--- config.mk ---
export PLATFORM = sky130hd
export DESIGN_NAME = prg_frame_collector_flat
export DESIGN_NICKNAME = d
export VERILOG_FILES = /design/src/rtl/prg_pkg.sv /design/src/rtl/prg_frame_collector_if.sv /design/src/rtl/prg_frame_fifo.sv /design/src/rtl/prg_frame_collector.sv /design/src/flat_wrapper.sv
export SDC_FILE = /design/constraint.sdc
export NUM_CORES = 1
export LEC_CHECK = 0
export CAP_MARGIN = 10
export CORE_MARGIN = 2
export CORE_UTILIZATION = 45
export DETAILED_ROUTE_END_ITERATION = 8
export PLACE_DENSITY = 0.66
export SLEW_MARGIN = 30
export SYNTH_ARGS = -nofsm -noshare
export SYNTH_HDL_FRONTEND = slang
export SYNTH_SLANG_ARGS = --single-unit
--- constraint.sdc ---
create_clock -name clk -period 2.7 [get_ports clk]
set_clock_uncertainty 0.05 [all_clocks]
set_input_delay 0.405 -clock clk [delete_from_list [all_inputs] [get_ports clk]]
set_output_delay 0.405 -clock clk [all_outputs]
set_load 0.01 [all_outputs]
--- src/rtl/prg_pkg.sv ---
// Shared constants and types for the PRG frame collector.
// Holds the default frame geometry, FIFO depth, byte/frame/entry widths and
// the assembler FSM state encoding used by prg_frame_collector.
package prg_pkg;

    localparam int FRAME_BYTES = 3;
    localparam int FIFO_DEPTH  = 2;
    localparam int BYTE_W      = 8;
    localparam int FRAME_W     = FRAME_BYTES * BYTE_W;
    // One FIFO entry is the frame plus its precomputed parity bit on top.
    localparam int ENTRY_W     = FRAME_W + 1;
    localparam int COUNT_W     = 8;

    typedef enum logic [1:0] {
        IDLE      = 2'd0,   // no byte held
        COLLECT   = 2'd1,   // 1..FRAME_BYTES-1 bytes held
        FULL_WAIT = 2'd2    // frame complete, waiting for FIFO space
    } asm_state_t;

endpackage

--- src/rtl/prg_frame_collector_if.sv ---
// Handshake bundle between a generator-side driver and the frame collector.
// master: drives ena, byte_in, byte_valid, frame_ready, clr_ovf and
//         observes the frame outputs.
// slave : the collector; observes the byte stream and drives frame_out,
//         frame_parity, frame_valid, overflow and frame_count.
interface prg_frame_collector_if;
    import prg_pkg::*;

    logic                ena;
    logic [BYTE_W-1:0]   byte_in;
    logic                byte_valid;
    logic                frame_ready;
    logic                clr_ovf;
    logic [FRAME_W-1:0]  frame_out;
    logic                frame_parity;
    logic                frame_valid;
    logic                overflow;
    logic [COUNT_W-1:0]  frame_count;

    modport master (
        output ena, byte_in, byte_valid, frame_ready, clr_ovf,
        input  frame_out, frame_parity, frame_valid, overflow, frame_count
    );

    modport slave (
        input  ena, byte_in, byte_valid, frame_ready, clr_ovf,
        output frame_out, frame_parity, frame_valid, overflow, frame_count
    );
endinterface

--- src/rtl/prg_frame_fifo.sv ---
// Small frame FIFO for the collector.
// Ports:
//   clk, rst_n  - clock, asynchronous active-low reset (empties the FIFO)
//   push        - write push_data (ignored when full unless popping too)
//   push_data   - entry to store (frame + parity)
//   pop         - discard head entry (ignored when empty)
//   head_data   - current head entry, all zeros while empty
//   not_empty   - at least one entry held
//   full        - DEPTH entries held
module prg_frame_fifo #(
    parameter int DEPTH = 2,
    parameter int WIDTH = 25
) (
    input  logic             clk,
    input  logic             rst_n,
    input  logic             push,
    input  logic [WIDTH-1:0] push_data,
    input  logic             pop,
    output logic [WIDTH-1:0] head_data,
    output logic             not_empty,
    output logic             full
);
    localparam int PTR_W = (DEPTH > 1) ? $clog2(DEPTH) : 1;
    localparam int OCC_W = $clog2(DEPTH + 1);

    logic [WIDTH-1:0] mem [DEPTH];
    logic [PTR_W-1:0] wr_ptr_reg;
    logic [PTR_W-1:0] rd_ptr_reg;
    logic [OCC_W-1:0] occ_reg;

    logic push_ok;
    logic pop_ok;

    function automatic logic [PTR_W-1:0] ptr_inc(input logic [PTR_W-1:0] p);
        return (p == PTR_W'(DEPTH - 1)) ? '0 : p + PTR_W'(1);
    endfunction

    assign not_empty = (occ_reg != '0);
    assign full      = (occ_reg == OCC_W'(DEPTH));
    assign pop_ok    = pop && not_empty;
    // When full, a simultaneous pop frees the slot being written this edge.
    assign push_ok   = push && (!full || pop_ok);

    // Storage carries no reset; validity is tracked by occ_reg alone.
    generate
        for (genvar gi = 0; gi < DEPTH; gi++) begin : g_entry
            always_ff @(posedge clk) begin
                if (push_ok && (wr_ptr_reg == PTR_W'(gi))) begin
                    mem[gi] <= push_data;
                end
            end
        end
    endgenerate

    always_ff @(posedge clk or negedge rst_n) begin
        if (!rst_n) begin
            wr_ptr_reg <= '0;
            rd_ptr_reg <= '0;
            occ_reg    <= '0;
        end else begin
            if (push_ok) wr_ptr_reg <= ptr_inc(wr_ptr_reg);
            if (pop_ok)  rd_ptr_reg <= ptr_inc(rd_ptr_reg);
            if (push_ok && !pop_ok)      occ_reg <= occ_reg + OCC_W'(1);
            else if (!push_ok && pop_ok) occ_reg <= occ_reg - OCC_W'(1);
        end
    end

    // Head forced to zero when empty so stale entries never leak out.
    assign head_data = not_empty ? mem[rd_ptr_reg] : '0;

endmodule

--- src/rtl/prg_frame_collector.sv ---
// Assembles generator output bytes into fixed-size frames and buffers them.
// Ports:
//   clk, rst_n - clock, asynchronous active-low reset
//   bus        - prg_frame_collector_if.slave:
//                ena/byte_in/byte_valid in, frame_ready/clr_ovf in,
//                frame_out/frame_parity/frame_valid/overflow/frame_count out
// First byte of a frame lands in the MSBs of frame_out. A frame that
// completes while the FIFO is full is held in FULL_WAIT until the next pop;
// bytes arriving during that wait are dropped and flag overflow.
module prg_frame_collector
    import prg_pkg::*;
#(
    parameter int FRAME_BYTES = prg_pkg::FRAME_BYTES,
    parameter int FIFO_DEPTH  = prg_pkg::FIFO_DEPTH
) (
    input  logic                 clk,
    input  logic                 rst_n,
    prg_frame_collector_if.slave bus
);
    localparam int FW    = FRAME_BYTES * BYTE_W;
    localparam int CNT_W = (FRAME_BYTES > 2) ? $clog2(FRAME_BYTES) : 1;

    asm_state_t           state_reg;
    logic [CNT_W-1:0]     cnt_reg;
    // Partial frame right-aligned while collecting; full frame in FULL_WAIT.
    logic [FW-1:0]        asm_reg;
    logic                 ovf_reg;
    logic [COUNT_W-1:0]   count_reg;

    logic                 accept;
    logic                 last_byte;
    logic                 complete;
    logic [FW-1:0]        done_frame;
    logic [FW-1:0]        push_frame;
    logic                 push;
    logic                 pop;
    logic                 ovf_set;
    logic [FW:0]          head_data;
    logic                 fifo_not_empty;
    logic                 fifo_full;

    assign accept     = bus.ena && bus.byte_valid;
    assign last_byte  = (cnt_reg == CNT_W'(FRAME_BYTES - 1));
    assign done_frame = {asm_reg[FW-BYTE_W-1:0], bus.byte_in};
    assign complete   = (state_reg == COLLECT) && accept && last_byte;
    assign pop        = fifo_not_empty && bus.frame_ready;
    assign push       = (complete && (!fifo_full || pop)) ||
                        ((state_reg == FULL_WAIT) && pop);
    assign push_frame = (state_reg == FULL_WAIT) ? asm_reg : done_frame;
    assign ovf_set    = (state_reg == FULL_WAIT) && accept;

    always_ff @(posedge clk or negedge rst_n) begin
        if (!rst_n) begin
            state_reg <= IDLE;
            cnt_reg   <= '0;
            asm_reg   <= '0;
        end else begin
            case (state_reg)
                IDLE: begin
                    if (accept) begin
                        asm_reg   <= FW'(bus.byte_in);
                        cnt_reg   <= CNT_W'(1);
                        state_reg <= COLLECT;
                    end
                end
                COLLECT: begin
                    if (!bus.ena) begin
                        cnt_reg   <= '0;
                        state_reg <= IDLE;
                    end else if (accept) begin
                        if (last_byte) begin
                            cnt_reg <= '0;
                            if (push) begin
                                state_reg <= IDLE;
                            end else begin
                                asm_reg   <= done_frame;
                                state_reg <= FULL_WAIT;
                            end
                        end else begin
                            asm_reg <= done_frame;
                            cnt_reg <= cnt_reg + CNT_W'(1);
                        end
                    end
                end
                FULL_WAIT: begin
                    if (pop) state_reg <= IDLE;
                end
                default: state_reg <= IDLE;
            endcase
        end
    end

    // A new overflow event wins over a same-edge clear.
    always_ff @(posedge clk or negedge rst_n) begin
        if (!rst_n) begin
            ovf_reg   <= 1'b0;
            count_reg <= '0;
        end else begin
            if (ovf_set)          ovf_reg <= 1'b1;
            else if (bus.clr_ovf) ovf_reg <= 1'b0;
            if (push) count_reg <= count_reg + COUNT_W'(1);
        end
    end

    prg_frame_fifo #(
        .DEPTH (FIFO_DEPTH),
        .WIDTH (FW + 1)
    ) u_fifo (
        .clk       (clk),
        .rst_n     (rst_n),
        .push      (push),
        .push_data ({^push_frame, push_frame}),
        .pop       (pop),
        .head_data (head_data),
        .not_empty (fifo_not_empty),
        .full      (fifo_full)
    );

    assign bus.frame_out    = head_data[FW-1:0];
    assign bus.frame_parity = head_data[FW];
    assign bus.frame_valid  = fifo_not_empty;
    assign bus.overflow     = ovf_reg;
    assign bus.frame_count  = count_reg;

endmodule

--- src/flat_wrapper.sv ---
// flat-port wrapper written by rule: the top's interface ports become plain ports
module prg_frame_collector_flat import prg_pkg::*;
#(
    parameter int FRAME_BYTES = prg_pkg::FRAME_BYTES,
    parameter int FIFO_DEPTH  = prg_pkg::FIFO_DEPTH
)
  (clk, rst_n, bus_ena, bus_byte_in, bus_byte_valid, bus_frame_ready, bus_clr_ovf, bus_frame_out, bus_frame_parity, bus_frame_valid, bus_overflow, bus_frame_count);
  prg_frame_collector_if bus_i ();
  input  logic clk;
  input  logic rst_n;
  input wire logic [$bits(bus_i.ena)-1:0] bus_ena;
  input wire logic [$bits(bus_i.byte_in)-1:0] bus_byte_in;
  input wire logic [$bits(bus_i.byte_valid)-1:0] bus_byte_valid;
  input wire logic [$bits(bus_i.frame_ready)-1:0] bus_frame_ready;
  input wire logic [$bits(bus_i.clr_ovf)-1:0] bus_clr_ovf;
  output wire logic [$bits(bus_i.frame_out)-1:0] bus_frame_out;
  output wire logic [$bits(bus_i.frame_parity)-1:0] bus_frame_parity;
  output wire logic [$bits(bus_i.frame_valid)-1:0] bus_frame_valid;
  output wire logic [$bits(bus_i.overflow)-1:0] bus_overflow;
  output wire logic [$bits(bus_i.frame_count)-1:0] bus_frame_count;
  assign bus_i.ena = bus_ena;
  assign bus_i.byte_in = bus_byte_in;
  assign bus_i.byte_valid = bus_byte_valid;
  assign bus_i.frame_ready = bus_frame_ready;
  assign bus_i.clr_ovf = bus_clr_ovf;
  assign bus_frame_out = bus_i.frame_out;
  assign bus_frame_parity = bus_i.frame_parity;
  assign bus_frame_valid = bus_i.frame_valid;
  assign bus_overflow = bus_i.overflow;
  assign bus_frame_count = bus_i.frame_count;
  prg_frame_collector #(.FRAME_BYTES(FRAME_BYTES), .FIFO_DEPTH(FIFO_DEPTH)) u_core (.clk(clk), .rst_n(rst_n), .bus(bus_i));
endmodule
=== After elaboration in Yosys (flattened, before gate mapping) ===
Memory sizes are Yosys's and may differ from the RTL's.
Cells that the tools add are included.

* Output and inout bits: 35
* Bits in latches: 0
* Logic and storage cells: 88
* RAM bits: 50
* Register bits after elaboration: 41
* Input port bits: 14
* Memories kept: 1
* ROM bits: 0

{| class="wikitable"
|+ Memories
! memory !! depth !! bits a word !! rd ports !! clocked after memory_dff !! write ports !! RTL line !! text
|-
| u_core.u_fifo.mem || 2 || 25 || 1 || 0 || 1 || prg_frame_fifo.sv:26 || <nowiki>logic [WIDTH-1:0] mem [DEPTH];</nowiki>
|}

* $add $sub $neg: 6
* Divide/modulo/power cells: 0
* Reduce and logical (&&, ||, !) cells: 29
* Muxes and demuxes: 32
* Shift-type cells: 0
* Multipliers: 0
* Equal/unequal tests: 11
* Bitwise gates (word level): 1
* $lt $le $gt $ge: 0

{| class="wikitable"
|+ Operators by type and width
! kind !! number
|-
| two-way mux 24 bit || 6
|-
| two-way mux 25 bit || 2
|-
| case mux 24 bit (2 select lines) || 1
|-
| OR reduction 25 bit || 1
|-
| XOR reduction 24 bit || 1
|-
| two-way mux 2 bit || 11
|-
| logical AND 1 bit || 13
|-
| two-way mux 1 bit || 10
|-
| adder 8 x 1 -> 8 bit (second input constant) || 1
|-
| nonzero test 2 bit || 4
|-
| equality test 2 bit (second input constant) || 3
|-
| inequality test 2 x 1 -> 1 bit (second input constant) || 3
|-
| inequality test 3 x 2 -> 1 bit (second input constant) || 2
|-
| case mux 2 bit (3 select lines) || 1
|-
| AND reduction 5 bit || 1
|-
| adder 2 x 1 -> 2 bit (second input constant) || 2
|-
| case mux 2 bit (2 select lines) || 1
|-
| AND reduction 4 bit || 1
|-
| zero test 1 bit || 3
|-
| logical OR 1 bit || 3
|-
| inequality test 3 bit (second input constant) || 1
|-
| AND reduction 3 bit || 1
|-
| adder 1 bit (second input constant) || 2
|-
| equality test 2 x 1 -> 1 bit (second input constant) || 1
|-
| 4 further kinds || 4
|}

=== Depth between registers and ports, before layout ===
Gate-level depths: netlist (run 1).

* Word-level depth: 11
* Mapped depth: 10
* Mapped depth without buffers: 9

=== Modules after synthesis ===
A second synthesis (run 1) with hierarchy kept.

* Cells, all modules: 335
* Area total of the unflattened synthesis: 4325.4 um^2

{| class="wikitable"
|+ Modules (own cells, without submodules)
! module !! area each (um^2) !! sequential area each (um^2) !! times used !! cells an instance
|-
| prg_frame_collector || 2218.4 || 925.9 || 1 || 209
|-
| prg_frame_fifo || 2107.0 || 1601.5 || 1 || 126
|}

=== Worst setup path before layout (run 1) ===
No wires, ideal clock.

* Path type: register to register
* From: register u_core.u_fifo.occ_reg[0]
* To: memory u_core.u_fifo.mem[0][0], enable pin
* Required time: 2243 ps
* Data arrival time: 2092 ps
* Setup time: 407 ps
* Stages on the path, launching flop included: 7
* Setup slack: 151 ps
* Cell sequence: dfrtp_1 > clkbuf_1 > nor2_2 > inv_1 > nand3_1 > o21a_1 > nor2_1

* Cells in the longest elaborated chain, start to end: 11
* Elaborated cells on any way between the ends: 20
* Those cells by class: eq/ne (1); mux (6); reduce/logical (13)

{| class="wikitable"
|+ Ends and longest elaborated chain
! item !! RTL line !! text
|-
| start, declared || prg_frame_fifo.sv:29 || <nowiki>logic [OCC_W-1:0] occ_reg;</nowiki>
|-
| start signal, assigned || prg_frame_fifo.sv:63 || <nowiki>if (push_ok && !pop_ok) occ_reg <= occ_reg + OCC_W'(1);</nowiki>
|-
| start signal, assigned || prg_frame_fifo.sv:64 || <nowiki>else if (!push_ok && pop_ok) occ_reg <= occ_reg - OCC_W'(1);</nowiki>
|-
| nonzero test 2 bit (*) || prg_frame_fifo.sv:38 || <nowiki>assign not_empty = (occ_reg != '0);</nowiki>
|-
| net bus_frame_valid || flat_wrapper.sv:18 || <nowiki>output wire logic [$bits(bus_i.frame_valid)-1:0] bus_frame_valid;</nowiki>
|-
| logical AND 1 bit || prg_frame_collector.sv:46 || <nowiki>assign pop = fifo_not_empty && bus.frame_ready;</nowiki>
|-
| logical OR 1 bit || prg_frame_collector.sv:47 || <nowiki>assign push = (complete && (!fifo_full || pop)) ||</nowiki>
|-
| logical AND 1 bit || prg_frame_collector.sv:47 ||
|-
| logical OR 1 bit || prg_frame_collector.sv:47 ||
|-
| logical AND 1 bit (*) || prg_frame_fifo.sv:42 || <nowiki>assign push_ok = push && (!full || pop_ok);</nowiki>
|-
| logical AND 1 bit || prg_frame_fifo.sv:48 || <nowiki>if (push_ok && (wr_ptr_reg == PTR_W'(gi))) begin</nowiki>
|-
| two-way mux 1 bit || prg_frame_fifo.sv:48 ||
|-
| two-way mux 1 bit (not written as such) || prg_frame_fifo.sv:49 || <nowiki>mem[gi] <= push_data;</nowiki>
|-
| OR reduction 25 bit (no line) || n/a ||
|-
| two-way mux 1 bit (no line) || n/a ||
|-
| end, declared || prg_frame_fifo.sv:26 ||
|}

The timed path passes the listed nets; every way through them passes the cells marked *.

=== Final worst setup path (run 1) ===
* From: register u_core.u_fifo.occ_reg[1]
* To: output bus_frame_out[23]

* Cells in the longest elaborated chain, start to end: 2

{| class="wikitable"
|+ Ends and longest elaborated chain
! item !! RTL line !! text
|-
| nonzero test 2 bit || prg_frame_fifo.sv:38 ||
|-
| two-way mux 25 bit || prg_frame_fifo.sv:69 || <nowiki>assign head_data = not_empty ? mem[rd_ptr_reg] : '0;</nowiki>
|-
| end, declared || flat_wrapper.sv:16 || <nowiki>output wire logic [$bits(bus_i.frame_out)-1:0] bus_frame_out;</nowiki>
|}

No other way between the ends.

==> results of run 1 <==
[layer usage]
layer | vias to the layer above | global-route usage [%] | share of wire (%)
li1 | 1387 | - | -
met1 | 1338 | 21.99 | 45
met2 | 68 | 28.67 | 50
met3 | 8 | 3.745 | 4.2
met4 | 0 | 5.717 | 0.95
met5 | - | 0 | 0
[stage by stage]
step	std cells	hold WS, ps	worst slack (ps)
2_1_floorplan	384	59.41	151.5
3_3_place_gp	535	413.2	186.2
3_5_place_dp	535	412.4	141.2
4_1_cts	551	144.1	363.3
5_1_grt	552	450.7	285.5
6_report	552	428.8	408.4
[cells in the mapped netlist (all sizes together)]
cell type	count
mux2i	28
nor4	1
nand2b	1
inv	4
and4b	1
nor2	34
nand3b	1
nor2b	3
clkbuf	12
nand3	3
xnor2	27
o22ai	2
and2	1
dfrtp	41
edfxtp	50
nand4b	1
nand2	117
nor3b	1
nor3	2
mux2	8
o211ai	1
ha	2
buf	6
o21ai	21
a21oi	1
nand4	2
xnor3	3
xor2	9
o21a	1
[where the power goes]
part / switching (W) / leakage, nW / total (W) / internal, W
clock network: 0.000468 / 0.0901 / 0.000896 / 0.000428
registers: 0.000154 / 0.985 / 0.00177 / 0.00162
logic: 0.000670 / 1.03 / 0.00151 / 0.000839
total: 0.00129 / 2.11 / 0.00418 / 0.00289
[area by class of cell]
cell class | instances | area, sq um | area share [%]
flip-flops and latches | 91 | 2527 | 49.84
multi-input cells | 271 | 1608 | 31.70
repair buffers | 59 | 588.1 | 11.60
well taps | 111 | 138.9 | 2.739
clock buffers | 10 | 127.6 | 2.517
clock inverters | 6 | 66.31 | 1.308
inverters | 4 | 15.01 | 0.2961
[kinds of logic (layout without fill, tap and decap cells)]
| family | count (synthesis) | in the layout | synth area share, % |
|---|---|---|---|
| buffers and inverters | 22 | 79 | 2.220 |
| muxes | 36 | 36 | 8.851 |
| DFF | 91 | 91 | 59.80 |
| xor gates and xnor gates | 39 | 39 | 9.236 |
| AOI/OAI and AO/OA | 26 | 26 | 3.256 |
| adders and majority gates | 2 | 2 | 0.5920 |
| and+or+nand+nor | 168 | 168 | 16.05 |
[worst paths after layout]
path                                                 from                   endpoint  slack [ps]
max in group asynchronous                           rst_n        u_core.bus.overflow        1710
worst max register to register        u_core.state_reg[0]   u_core.u_fifo.mem[1][13]         580
worst min-delay path            u_core.bus.frame_count[7]  u_core.bus.frame_count[7]         430
min in group asynchronous                           rst_n  u_core.bus.frame_count[5]         510
worst max-delay path             u_core.u_fifo.occ_reg[1]          bus_frame_out[23]         410
worst min register to register  u_core.bus.frame_count[7]  u_core.bus.frame_count[7]         430
[critical path: cells and delay by family (launching register included)]
family,cells,cell delay [ps]
buffers and inverters,2,780
and+or+nand+nor,2,250
DFF,1,440
==> impl_metrics.toml, run 1 <==
[synth]
avgSynthCellArea_sq_um = 11.01
ys_seq_area_share_pct = 59.80
netlist.area_leader.share_pct = 35.52
yosys_warnings = 0
yosysTopAreaCell = "edfxtp_1"
ys_seq_elements = 91
synthTopCellsByArea = "edfxtp_1 (36%), dfrtp_1 (24%), nand2_1 (10%)"
netlist_instances = 384
syn-cell-area_sq_um = 4227
synth.distinct_cells = 34
synth_fp_nets = 400

[pwr]
power_density_nw_per_um2 = 823.8
leakage_nw = 2.105
fin_total_pwr_w = 0.004178
vdd_drop_max_mv = 0.3970

[clock_network]
cts-hold-fix-buffers = 0
cts_htree_levels = 3
clock-sinks = 91
ctsLongestPathBuffers = 2
clk_pin_slew_worst_paths_ps = 80
clock-root-buffer = "clkbuf_8"
cts_setup_buffers = 0
cts_tree = "built"
cts_buffers = 9
cts_resized = 0
clock_latency_ps = 360

[worst_setup_path]
arrival_ps = 1840
rr_worst_depth = 6
required_ps = 2250
crit_fanout = 25
crit_slowest_cell = "clkdlybuf4s50_1"
critPathMaxStageDelay_ps = 480
cp-end-kind = "output port"
critPathKind = "flop to output port"
crit_path_cell_trace = "nor2_2 > buf_4 > nor2_1 > clkdlybuf4s50_1"
startpoint_type = "flop"

[final_layout]
syn_to_final_growth_pct = 19.98
largest_reg_flops = 50
antennaDiodeCount = 0
mostFrequentLayoutCells = "nand2_1 (117), edfxtp_1 (50), clkdlybuf4s50_1 (47)"
post-route-util_pct = 55.14
stdcell_area_sq_um = 5071
n_fill_cell = 800
final_layout_size_suffix_gt1_share_pct = 8.390
layout_commonest_cell = "nand2_1"
nNetsFinal = 452

[global_route]
grt_pass1_wl_um = 13360
grt_max_degree = 42
antenna_found_initial = 0
grt_pass1_vias = 2753
grt_util_all_layers_pct = 17.05
grt-ovfl-total = 0

[die]
rows = 35
dieArea_sq_um = 10180
ios = 49
die_h_um = 100.9
coreArea_sq_um = 9196
die_x_um = 100.9
initial_utilization_pct = 45.96

[routing]
firstDrtPassIters = 4
routed_wl_um = 8065
drt_iter0_markers = 92
ant_nets = 0
wire_per_inst_um = 14.61
vias = 2801
viasPerCell = 5.074
drc = 0

[placed_design]
port_buffers = 48
dpl.hpwl_um = 5358
gp_congestion = 0.7885
postPlaceCellArea_sq_um = 4865

[timing]
worstMarginPinSlew_ps = 537.7
fin_crit_sh_pct = 84.87
final.setup.tns_ps = 0
period_needed_ps = 2292
grt_setup_unrepaired = "no"
max_freq_mhz = 436.4
maxSlewViolCount = 0
setup_viol = 0
hold_viol = 0
slew-limit-headroom_pct = 64.15

[worst_hold_path]
whs_path_depth = 1
hold_path_class = "flop to flop"

[job]
cap_violations = 0

[status]
status = "finished, final reports clean"
Note: power is estimated with default switching activity, not from simulation.
==> run 2: changes to the inputs <==
==> constraint.sdc (replaced) <==
create_clock -name clk -period 2.2 [get_ports clk]
set_clock_uncertainty 0.05 [all_clocks]
set_input_delay 0.33 -clock clk [delete_from_list [all_inputs] [get_ports clk]]
set_output_delay 0.33 -clock clk [all_outputs]
set_load 0.01 [all_outputs]
==> impl_metrics.toml, run 2 (synthesis results as in run 1) <==
[die]
die_x_um = 100.9
rows = 35
dieArea_sq_um = 10180
initial_utilization_pct = 45.96
die_h_um = 100.9
coreArea_sq_um = 9196
ios = 49

[global_route]
grt_max_degree = 41
grt-ovfl-total = 0
grt_pass1_vias = 2787
antenna_found_initial = 0
grt_util_all_layers_pct = 17.90
grt_pass1_wl_um = 13920

[final_layout]
largest_reg_flops = 50
syn_to_final_growth_pct = 24.27
layout_commonest_cell = "nand2_1"
nNetsFinal = 465
n_fill_cell = 818
mostFrequentLayoutCells = "nand2_1 (117), edfxtp_1 (50), dfrtp_1 (40)"
post-route-util_pct = 57.12
final_layout_size_suffix_gt1_share_pct = 11.45
antennaDiodeCount = 0

[clock_network]
clk_pin_slew_worst_paths_ps = 80
ctsLongestPathBuffers = 2
cts_buffers = 9
cts_tree = "built"
cts_htree_levels = 3
clock-sinks = 91
clock_latency_ps = 360
clock-root-buffer = "clkbuf_8"

[pwr]
leakage_nw = 2.409
power_density_nw_per_um2 = 974.1
seq_power_share_pct = 42.5
vdd_drop_max_mv = 0.3549
p_switching_w = 0.001629
switching_share_pct = 31.84
combinationalPowerShare_pct = 38.1
p_clk_share_pct = 19.4
p_int_w = 0.003488

[worst_setup_path]
startpoint_type = "flop"
rr_worst_depth = 5
critPathKind = "flop to output port"
required_ps = 1820
crit_path_cell_trace = "clkbuf_16 > mux2i_1 > nor2_1 > clkdlybuf4s50_1"
arrival_ps = 1760
critPathMaxStageDelay_ps = 530
crit_slowest_cell = "clkdlybuf4s50_1"
cp-end-kind = "output port"
crit_fanout = 12

[timing]
slew-limit-headroom_pct = 59.72
setup_viol = 0
timing.hold.ws_ps = 439.7
fin_crit_sh_pct = 97.32
setup_ws_ps = 58.88
period_needed_ps = 2141
max_freq_mhz = 467.0
grt_setup_unrepaired = "no"
maxSlewViolCount = 0
worstMarginPinSlew_ps = 604.3
hold_viol = 0

[worst_hold_path]
whs_path_depth = 1
hold_path_class = "flop to flop"

[placed_design]
pre_cts_ws_ps = 14.59
dpl.hpwl_um = 5563
gp_congestion = 0.8039
port_buffers = 48

[routing]
wire_per_inst_um = 15.20
routed_wl_um = 8586
vias = 2840
drc = 0
ant_nets = 0
drt_iter0_markers = 84
viasPerCell = 5.027
firstDrtPassIters = 6

[status]
status = "finished, final reports clean"

[job]
cap_violations = 0
run 2: cell type report:
cell class	count	area [sq um]	area share, %
repair buffers	72	788.3	15.01
well taps	111	138.9	2.644
multi-input cells	271	1613	30.71
inverters	4	15.01	0.2859
flip-flops and latches	91	2529	48.14
clock inverters	6	41.29	0.7861
clock buffers	10	127.6	2.430
run 2: what timing repair did:
item | CTS | global route
hold buffers | 1 | 0
resized for setup | 0 | 22
gates cloned | 0 | 1
endpoints found under the setup margin | 1 | 22
setup buffers | 0 | 1
hold endpoints to repair | 23 | 0
run 2: per-stage QoR:
step	setup TNS (ps)	instance area (sq um)	total power (W)	std cells
final	0	5253	0.005116	565
after CTS	-13.07	5165	0.005146	563
after global placement	0	4986	0.004119	546
after global routing	0	5253	0.005433	565
after floorplan	0	4230	0.003309	384
after detailed placement	0	4986	0.004160	546
run 2: power groups by stage:
stage | clock network, W | registers, W | logic, W
after detailed placement | 0 | 0.00220 | 0.00196
after CTS | 0.00101 | 0.00217 | 0.00197
after global placement | 0 | 0.00220 | 0.00192
after floorplan | 0 | 0.00215 | 0.00116
final | 0.000991 | 0.00218 | 0.00195
after global routing | 0.00109 | 0.00220 | 0.00215
run 2: critical path: cells and delay by family, from the launching register on:
family        cells  cell delay (ps)
simple gates      1               80
buf+inv           2              730
flops             1              460
mux               1              120
run 2: worst paths after layout:
| check | startpoint | endpoint | slack [ps] |
|---|---|---|---|
| worst max-delay path | u_core.u_fifo.rd_ptr_reg | bus_frame_out[7] | 60 |
| worst min-delay path | u_core.bus.frame_count[7] | u_core.bus.frame_count[7] | 440 |
| worst max register to register | u_core.asm_reg[3] | u_core.u_fifo.mem[1][24] | 130 |
| worst min register to register | u_core.bus.frame_count[7] | u_core.bus.frame_count[7] | 440 |
| max in group asynchronous | rst_n | u_core.asm_reg[2] | 1070 |
| min in group asynchronous | rst_n | u_core.u_fifo.wr_ptr_reg | 460 |
run 2: routing by layer:
metal	vias to the layer above	share of wire, %	GRT usage, %
met5	-	0	0
met4	0	1.5	6.549
met3	10	3.8	3.467
met2	52	47	29.64
met1	1360	48	23.52
li1	1418	-	-
==> run 3: changes to the inputs <==
--- a/config.mk
+++ b/config.mk
@@ -9,7 +9,9 @@
 export CORE_MARGIN = 2
 export CORE_UTILIZATION = 45
 export DETAILED_ROUTE_END_ITERATION = 8
-export PLACE_DENSITY = 0.66
+export PLACE_DENSITY = 0.69
+export REMOVE_ABC_BUFFERS = 1
+export SKIP_LAST_GASP = 1
 export SLEW_MARGIN = 30
 export SYNTH_ARGS = -nofsm -noshare
 export SYNTH_HDL_FRONTEND = slang
==> constraint.sdc (replaced) <==
create_clock -name clk -period 1.9 [get_ports clk]
set_clock_uncertainty 0.05 [all_clocks]
set_input_delay 0.285 -clock clk [delete_from_list [all_inputs] [get_ports clk]]
set_output_delay 0.285 -clock clk [all_outputs]
set_load 0.01 [all_outputs]
==> impl_metrics.toml, run 3 (synthesis results as in run 1) <==
[routing]
firstDrtPassIters = 4
wire_per_inst_um = 14.89
routed_wl_um = 8723
ant_nets = 0
viasPerCell = 5.031
vias = 2948
drt_iter0_markers = 159
drc = 0

[final_layout]
antennaDiodeCount = 0
syn_to_final_growth_pct = 27.98
nNetsFinal = 486
largest_reg_flops = 50
fin_cells = 586
n_fill_cell = 768
final_layout_size_suffix_gt1_share_pct = 17.26
mostFrequentLayoutCells = "nand2_1 (117), edfxtp_1 (50), dfrtp_1 (38)"
post-route-util_pct = 58.82
layout_commonest_cell = "nand2_1"

[clock_network]
cts_tree = "built"
clock-root-buffer = "clkbuf_8"
clock_latency_ps = 360
clock-sinks = 91
cts_buffers = 9
cts_htree_levels = 3
clk_pin_slew_worst_paths_ps = 80
ctsLongestPathBuffers = 2

[pwr]
leakage_nw = 2.369
vdd_drop_max_mv = 0.6767
power_density_nw_per_um2 = 1140

[status]
violations = "setup timing"
status = "complete, but fails checks"

[global_route]
grt_util_all_layers_pct = 17.42
grt_max_degree = 42
grt-ovfl-total = 0
grt_pass1_vias = 2969
antenna_found_initial = 0
grt_pass1_wl_um = 13680

[placed_design]
placed_cells = 561
dpl.hpwl_um = 5454
port_buffers = 48
gp_congestion = 0.8134

[worst_setup_path]
reg2reg_from = "u_core.asm_reg[2]"
startpoint_type = "flop"
crit_fanout = 2
startpoint = "u_core.asm_reg[2]"
worst_path_most_repeated_cell = "xnor3_1"
crit_path_cell_trace = "xnor3_1 > xnor2_2 > xnor2_1 > mux2i_2 > xnor3_1"
critPathKind = "flop to flop"
crit_buf_inv = 0
path_delay_family = "XOR/XNOR gates"
required_ps = 1950
arrival_ps = 2020
crit_slowest_cell = "dfrtp_1"
cp-end-kind = "flop"
critPathMaxStageDelay_ps = 410

[die]
die_x_um = 100.9
dieArea_sq_um = 10180
initial_utilization_pct = 45.96
rows = 35
die_h_um = 100.9
coreArea_sq_um = 9196
ios = 49

[timing]
max_freq_mhz = 508.4
period_needed_ps = 1967
setup_viol = 8
setup_ws_ps = -67.07
maxSlewViolCount = 0
worstMarginPinSlew_ps = 549.3
slew-limit-headroom_pct = 63.38
grt_setup_unrepaired = "yes"
fin_crit_sh_pct = 103.5
timing.hold.ws_ps = 426.4
hold_viol = 0

[worst_hold_path]
min-delay-start = "u_core.bus.frame_count[7]"
hold_path_class = "flop to flop"

[job]
cap_violations = 0
==> run 3: path summary, 6_finish.rpt <==
kind | slack (ps) | to | cells past startpoint
worst max-delay path | -70 | u_core.u_fifo.mem[0][24] | 5
worst min-delay path | 430 | u_core.bus.frame_count[7] | 1
worst max register to register | -70 | u_core.u_fifo.mem[0][24] | 5
worst min register to register | 430 | u_core.bus.frame_count[7] | 1
max in group asynchronous | 900 | u_core.u_fifo.rd_ptr_reg | 3
min in group asynchronous | 460 | u_core.bus.frame_count[3] | 3
==> run 3: cell type report <==
cell class / count / area [sq um] / area share [%]
clock buffers: 14 / 142.6 / 2.637
inverters: 4 / 15.01 / 0.2776
flip-flops and latches: 91 / 2531 / 46.80
multi-input cells: 271 / 1645 / 30.42
repair buffers: 93 / 897.1 / 16.59
well taps: 111 / 138.9 / 2.568
clock inverters: 2 / 38.79 / 0.7171
==> run 3: report_power, final <==
group	internal, W	switching [W]
logic	0.00132	0.00108
registers	0.00231	0.000207
clock network	0.000615	0.000637
total	0.00424	0.00192
==> run 3: timing repair <==
item	4_1_cts	5_1_grt
gates cloned	0	3
gates resized for setup	27	29
endpoints found under the setup margin	28	42
pin swaps	4	0
buffers inserted	1	4
hold buffers	1	0
endpoints found under the hold margin	41	0
==> run 3: per-stage QoR <==
stage / cell area, sq um / setup slack [ps] / power (W) / setup TNS (ps)
global placement: 5085 / -211.4 / 0.004807 / -8835
global route: 5409 / -126.9 / 0.006521 / -1095
floorplan: 4148 / -1374 / 0.003797 / -81980
CTS: 5266 / -201.6 / 0.005981 / -463.6
detailed placement: 5085 / -269.2 / 0.004861 / -12270
finish: 5409 / -67.07 / 0.006165 / -186.9
==> run 3: per-layer routing <==
layer	vias to the layer above	global-route usage, %	wire length [um]
met5	-	0	0
met4	0	7.484	124
met3	10	3.259	338
met2	73	28.62	4336
met1	1402	22.71	3923
li1	1463	-	-
